<file path="src/rtl/key_mode_ctrl.sv">
// Traffic-light front end: synchronises and debounces four active-low keys, turns
// presses into one-cycle flags and drives the registered operating mode, step and flash.
module key_mode_ctrl #(
  parameter int DEB_CNT   = 1_000_000,
  parameter int FLASH_CNT = 25_000_000
) (
  input  logic       sys_clk,
  input  logic       sys_rst_n,
  input  logic [3:0] key,
  output logic [3:0] key_flag,
  output logic [1:0] mode,
  output logic       step,
  output logic       flash,
  output logic       disp_en
);

  typedef enum logic [1:0] {
    NORMAL  = 2'd0,
    ALL_RED = 2'd1,
    NIGHT   = 2'd2,
    MANUAL  = 2'd3
  } mode_e;

  localparam int DW = $clog2(DEB_CNT);
  localparam int FW = $clog2(FLASH_CNT);
  localparam logic [DW-1:0] DEB_LAST   = DW'(DEB_CNT - 1);
  localparam logic [FW-1:0] FLASH_LAST = FW'(FLASH_CNT - 1);

  logic [3:0]    key_m;
  logic [3:0]    key_s;
  logic [3:0]    stable;
  logic [3:0]    stable_d;
  logic [DW-1:0] deb_cnt [4];
  logic [FW-1:0] flash_cnt;
  mode_e         mode_q;
  mode_e         next_mode;

  // Two-stage synchroniser; idles at 1 so a key held through reset still debounces.
  // NOTE: sequential state uses non-blocking (<=) so every register samples pre-edge values.
  always_ff @(posedge sys_clk or negedge sys_rst_n) begin
    if (!sys_rst_n) begin
      key_m <= 4'hF;
      key_s <= 4'hF;
    end else begin
      key_m <= key;
      key_s <= key_m;
    end
  end

  // Per-key debounce: the window restarts whenever the input agrees with stable again.
  // NOTE: the four counters are plain registers, not a RAM, so resetting them is legal and cheap.
  always_ff @(posedge sys_clk or negedge sys_rst_n) begin
    if (!sys_rst_n) begin
      stable <= 4'hF;
      for (int i = 0; i < 4; i++) deb_cnt[i] <= '0;
    end else begin
      for (int i = 0; i < 4; i++) begin
        if (key_s[i] == stable[i]) begin
          deb_cnt[i] <= '0;
        end else if (deb_cnt[i] == DEB_LAST) begin
          stable[i]  <= key_s[i];
          deb_cnt[i] <= '0;
        end else begin
          deb_cnt[i] <= deb_cnt[i] + DW'(1);
        end
      end
    end
  end

  always_ff @(posedge sys_clk or negedge sys_rst_n) begin
    if (!sys_rst_n) begin
      stable_d <= 4'hF;
      key_flag <= 4'h0;
    end else begin
      stable_d <= stable;
      key_flag <= stable_d & ~stable;
    end
  end

  // Lower key index wins when flags coincide; ALL_RED only listens to key 0.
  // NOTE: next_mode gets a default first so no path through this block infers a latch.
  always_comb begin
    next_mode = mode_q;
    if (key_flag[0]) begin
      next_mode = (mode_q == ALL_RED) ? NORMAL : ALL_RED;
    end else if (key_flag[1]) begin
      if (mode_q == NIGHT)        next_mode = NORMAL;
      else if (mode_q != ALL_RED) next_mode = NIGHT;
    end else if (key_flag[2]) begin
      if (mode_q == MANUAL)       next_mode = NORMAL;
      else if (mode_q != ALL_RED) next_mode = MANUAL;
    end
  end

  always_ff @(posedge sys_clk or negedge sys_rst_n) begin
    if (!sys_rst_n) begin
      mode_q  <= NORMAL;
      step    <= 1'b0;
      disp_en <= 1'b1;
    end else begin
      mode_q  <= next_mode;
      step    <= key_flag[3] && (mode_q == MANUAL) && (key_flag[2:0] == 3'b000);
      disp_en <= (next_mode == NORMAL) || (next_mode == MANUAL);
    end
  end

  assign mode = mode_q;

  // Blink phase starts lit on NIGHT entry and is forced dark the moment NIGHT is left.
  always_ff @(posedge sys_clk or negedge sys_rst_n) begin
    if (!sys_rst_n) begin
      flash_cnt <= '0;
      flash     <= 1'b0;
    end else if (next_mode != NIGHT) begin
      flash_cnt <= '0;
      flash     <= 1'b0;
    end else if (mode_q != NIGHT) begin
      flash_cnt <= '0;
      flash     <= 1'b1;
    end else if (flash_cnt == FLASH_LAST) begin
      flash_cnt <= '0;
      flash     <= ~flash;
    end else begin
      flash_cnt <= flash_cnt + FW'(1);
    end
  end

endmodule

</file>
<file path="config.mk">
export PLATFORM = sky130hd
export DESIGN_NAME = key_mode_ctrl
export DESIGN_NICKNAME = d
export VERILOG_FILES = /design/src/rtl/key_mode_ctrl.sv
export SDC_FILE = /design/constraint.sdc
export NUM_CORES = 1
export LEC_CHECK = 0
export ABC_CLOCK_PERIOD_IN_PS = 2250
export BUFFER_PORTS_ARGS = -buffer_cell sky130_fd_sc_hd__buf_2
export CAP_MARGIN = 20
export CORE_MARGIN = 8
export CORE_UTILIZATION = 62
export CTS_CLUSTER_DIAMETER = 30
export DETAILED_ROUTE_END_ITERATION = 7
export GPL_TIMING_DRIVEN = 0
export PLACE_DENSITY = 0.9
export SLEW_MARGIN = 10
export SYNTH_ARGS = -nofsm -noshare
export SYNTH_HDL_FRONTEND = slang
export SYNTH_SLANG_ARGS = --single-unit
</file>
<file path="constraint.sdc">
create_clock -name sys_clk -period 2.25 [get_ports sys_clk]
set_input_delay 0.225 -clock sys_clk [delete_from_list [all_inputs] [get_ports sys_clk]]
set_output_delay 0.225 -clock sys_clk [all_outputs]
set_load 0.01 [all_outputs]
</file>
=== Yosys cells after proc, flatten, opt, wreduce, memory -nomap -nowiden ===
Index checks and enable logic that the tools add are counted.
Widths: inputs -> output; s select.

* Bits in registers: 130
* Bits in latches: 0
* Bits in writable memories: 0
* ROM bits: 0
* Output and inout port bits: 9
* Word-level logic and storage cells: 77
* Memories: 0

* Add/subtract/negate cells: 5
* $mul: 0
* Div/mod/pow operators: 0
* Order comparisons: 0
* Equal/unequal tests: 16
* Shifts and indexed selects: 0
* Muxes and demuxes: 22
* Bitwise operators: 7
* Reduce and logical (&&, ||, !) cells: 10

{| class="wikitable"
|+ Operator list
! operator !! number
|-
| $mux 20 || 8
|-
| $add 20x1->20 const B || 4
|-
| $eq 20x20->1 const B || 4
|-
| $mux 25 || 3
|-
| $add 25x1->25 const B || 1
|-
| $eq 25x25->1 const B || 1
|-
| $mux 2 || 7
|-
| $reduce_and 2->1 || 4
|-
| $eq 2x2->1 const B || 3
|-
| $not 1->1 || 5
|-
| $and 4x4->4 || 1
|-
| $eq 1x1->1 || 4
|-
| $mux 1 || 4
|-
| $ne 2x2->1 const B || 2
|-
| $not 4->4 || 1
|-
| $logic_not 3->1 || 1
|-
| $reduce_bool 3->1 || 1
|-
| $eq 2x1->1 const B || 1
|-
| $logic_and 1x1->1 || 2
|-
| $logic_not 2->1 || 1
|-
| $ne 2x1->1 const B || 1
|-
| $logic_or 1x1->1 || 1
|}

=== Longest topological paths before layout ===
* Depth after elaboration: 8
* Depth in mapped cells: 9
* Gate-level depth less buffers: 8

=== Worst setup path before layout ===
Ideal clock, no wire load.

* Path type: register -> register
* Start point: reg deb_cnt[60] (netlist bit)
* End point: reg deb_cnt[69] (netlist bit)
* Library setup time: 0.118 ns
* Data arrival time: 1.934 ns
* Required time: 2.132 ns
* Path slack: 0.197 ns
* Cell stages (with the launch flop): 8
* Clock period less this slack: 2.053 ns
* Cell sequence: dfrtp_1 -> ha_1 -> and4_1 -> buf_2 -> nand2_1 -> o41ai_2 -> buf_4 -> nor2_1

* Longest elaborated chain between the ends: 3
* Elaborated cells between the ends (all ways): 4
* Those cells by class: 1 x add/sub; 1 x eq/ne; 2 x mux

{| class="wikitable"
|+ RTL lines
! item !! RTL line !! text
|-
| start: declaration || 33 || <nowiki>logic [DW-1:0] deb_cnt [4];</nowiki>
|-
| start signal: indexed assignment || 64 || <nowiki>deb_cnt[i] <= deb_cnt[i] + DW'(1);</nowiki>
|-
| $add 20x1->20 / $eq 20x20->1 (equally long branches) || 64, 60 ||
|-
| $mux 20 (*) || 60 || <nowiki>end else if (deb_cnt[i] == DEB_LAST) begin</nowiki>
|-
| $mux 20 (*) || 58 || <nowiki>if (key_s[i] == stable[i]) begin</nowiki>
|}

Mark *: on every way between the ends. The rest lies on a longest branch, timed or not.
A chain may end at the register's enable or synchronous reset.

=== Worst setup path after layout ===
* Start point: reg flash_cnt[11]
* End point: reg flash_cnt[21]

* Longest elaborated chain between the ends: 4
* Elaborated cells between the ends (all ways): 5
* Those cells by class: 1 x add/sub; 1 x eq/ne; 3 x mux

{| class="wikitable"
|+ RTL lines
! item !! RTL line !! text
|-
| start: declaration || 34 || <nowiki>logic [FW-1:0] flash_cnt;</nowiki>
|-
| start signal: assignment || 124 || <nowiki>flash_cnt <= flash_cnt + FW'(1);</nowiki>
|-
| $add 25x1->25 / $eq 25x25->1 (equally long branches) || 124, 120 ||
|-
| $mux 25 (*) || 120 || <nowiki>end else if (flash_cnt == FLASH_LAST) begin</nowiki>
|-
| $mux 25 (*) || 117 || <nowiki>end else if (mode_q != NIGHT) begin</nowiki>
|-
| $mux 25 (*) || 114 || <nowiki>end else if (next_mode != NIGHT) begin</nowiki>
|}

Marks and branches as above.

==> flow_summary.toml <==
[clocking]
cts_tree = "done"
clockBufferDepth = 2
path_clk_slew_ns = 0.05
cts_root_buf = "clkbuf_8"
numCtsBuffers = 17
clock_latency_ns = 0.52
htreeDepth = 4
cts_sinks = 130

[timing]
min_period_ns = 2.15
fmax_mhz = 466
hold_viol = 0
setup_ws_ns = 0.104
drv_slew = 0
tightest_slew_ns = 0.635
grt_setup_unrepaired = "no"
final.setup.tns_ns = 0
setup_viol = 0
clock-skew-final_ns = 0.00870
min_period_over_period = 0.954
relSlewSlack = 0.573

[synthesis]
synth.top_cell.area_share = 0.450
yosysSeqAreaShare = 0.521
synthFlopType = "dfrtp_1"
yosysWarnings = 0
syn-num-nets = 637
synth_cells = 621
yosys-top-cells-area = "dfrtp_1 (45%), dfstp_2 (7.1%), xor2_1 (5.2%)"
syn-mean-instance-area_um2 = 10.1
synth_area_leader_cell = "dfrtp_1"
synth_edf_count = 0
yosysUniqueCellTypes = 46
async_flop_share = 1.00
synth_seq_cells = 130
synthesis.area_mm2 = 0.00628

[layout]
final_cell_mix = "dfrtp_1 (111), nor2_1 (67), nand3_1 (44)"
fin_util = 0.740
mostFrequentLayoutCell = "dfrtp_1"
n_antenna_cell = 0
n_fill_cell = 676
postLayoutCellArea_mm2 = 0.00727
syn_to_final_growth_pct = 15.7
drive_above_1_share = 0.140
nets = 681

[drt]
wl_per_cell_um = 16.9
top_layer_used = "met4"
via_count = 5005
route.met2.wl_um = 7090
wl_met1_um = 5760
drtIter0Drc = 340
drtAntennaViolNets = 0
routed_wl_um = 13700
remaining_drc_errors = 0
wl_met3_um = 641
detail_route.vias_per_cell = 6.17
drt-pass1-iter-count = 5

[floorplanning]
die_w_um = 117
ioPinCount = 15
coreArea_mm2 = 0.00982
fp.dieH_um = 117
die_area_mm2 = 0.0136
num_rows = 36
start_util = 0.640

[global_route]
antenna_found_initial = 0
grt_pass1_vias = 5011
grt_pass1_wl_um = 23100
grt_max_degree = 67
grt.total_usage = 0.215
grt_overflow = 0

[power_and_ir_drop]
power.density_mw_per_mm2 = 712
power.total_mw = 5.18
leakage_nw = 2.96
vdd_drop_max_mv = 1.01

[run]
maxCapViolations = 0

[place]
post-dp-hpwl_um = 8760
dp_slack_ns = -0.151
dpl-instance-area_mm2 = 0.00655
numPortBuffers = 14
globalplace.congestion = 0.833

[setup_path]
worstPathArrival_ns = 2.59
worst_path_largest_cell_delay_ns = 0.61
crit_required_ns = 2.69
path_class = "flop to flop"
critPathCaptureType = "flop"
cpMaxStageDelayCell = "or4_4"
path_cells = "nand4_2 -> or4_4 -> buf_6 -> or4_1 -> a21oi_2"
critPathMaxFanout = 10
startpoint_type = "flop"

[run_status]
status = "completed"

[worst_hold_path]
hp-class = "input pin to async pin"
stage by stage:
stage	hold WS, ns	cells
after floorplan	-0.0706	621
after global placement	0.330	768
after detailed placement	0.251	769
after CTS	0.267	807
after global routing	0.310	811
final	0.254	811
synthesized netlist by cell type (15+ instances only):
cell type and n:
dfrtp_1 113, o21ai_0 20, or3_1 21, o31ai_1 18, nor2_1 67, inv_1 17
dfstp_2 17, nor4_1 15, nand3_1 44, xor2_1 37, nand2_1 41, a21oi_1 38
nand4_1 22, xnor2_1 25, or4_1 18
registers in the layout (all words and copies together) (netlist names):
signal     count
key_s          4
deb_cnt       80
flash          1
mode           2
step           1
key_flag       4
stable_d       4
stable         4
flash_cnt     25
key_m          4
disp_en        1
layer usage:
layer  vias up  track usage
met1      2521        0.254
met5         -            0
li1       2329            -
met4         0       0.0853
met3        22       0.0512
met2       133        0.371
final timing paths:
check                                           to  cells past startpoint  slack [ns]                     from
max in group asynchronous        disp_en$_DFF_PN1_                      3        1.26                sys_rst_n
setup reg to reg           flash_cnt[21]$_DFF_PN0_                      5        0.10  flash_cnt[11]$_DFF_PN0_
min in group sys_clk            key_m[0]$_DFF_PN1_                      2        0.34                   key[0]
hold / removal               deb_cnt[76]$_DFF_PN0_                      2        0.25                sys_rst_n
hold reg to reg                 key_s[0]$_DFF_PN1_                      0        0.36       key_m[0]$_DFF_PN1_
setup / recovery           flash_cnt[21]$_DFF_PN0_                      5        0.10  flash_cnt[11]$_DFF_PN0_
cell families after synthesis:
family,share of synthesized area
XOR/XNOR,0.0864
multiplexers,0.00717
adder cells (fa/ha/maj),0.0199
AND/OR/NAND/NOR,0.255
AO/OA/AOI/OAI,0.0866
buffers and inverters,0.0241
flip-flops,0.521
power by group:
part	internal, mW	switching, mW
Combinational	0.0467	0.0953
Sequential	2.37	0.0264
Clock	1.66	0.978
cell type report:
| class | count | area [um2] | share of cell area |
|---|---|---|---|
| repair buffers | 25 | 191 | 0.0263 |
| clock inverters | 9 | 105 | 0.0145 |
| well taps | 133 | 166 | 0.0229 |
| inverters | 17 | 63.8 | 0.00878 |
| multi-input cells | 455 | 2900 | 0.399 |
| clock buffers | 23 | 467 | 0.0642 |
| flip-flops and latches | 130 | 3280 | 0.451 |
| plain buffers | 19 | 96.3 | 0.0133 |
critical path: cells and delay by family (launching register included):
| family | cells | cell delay, ns |
|---|---|---|
| compound gates | 1 | 0.18 |
| buf+inv | 1 | 0.17 |
| flops | 1 | 0.41 |
| simple gates | 3 | 1.31 |
what timing repair did:
item | 4_1_cts | 5_1_grt
buffers inserted | 1 | 4
resized for setup | 5 | 12
endpoints found under the setup margin | 49 | 33
hold endpoints to repair | 52 | 0
pin swaps | 1 | 2
hold buffers | 5 | 0
(Power assumes the default switching activity.)
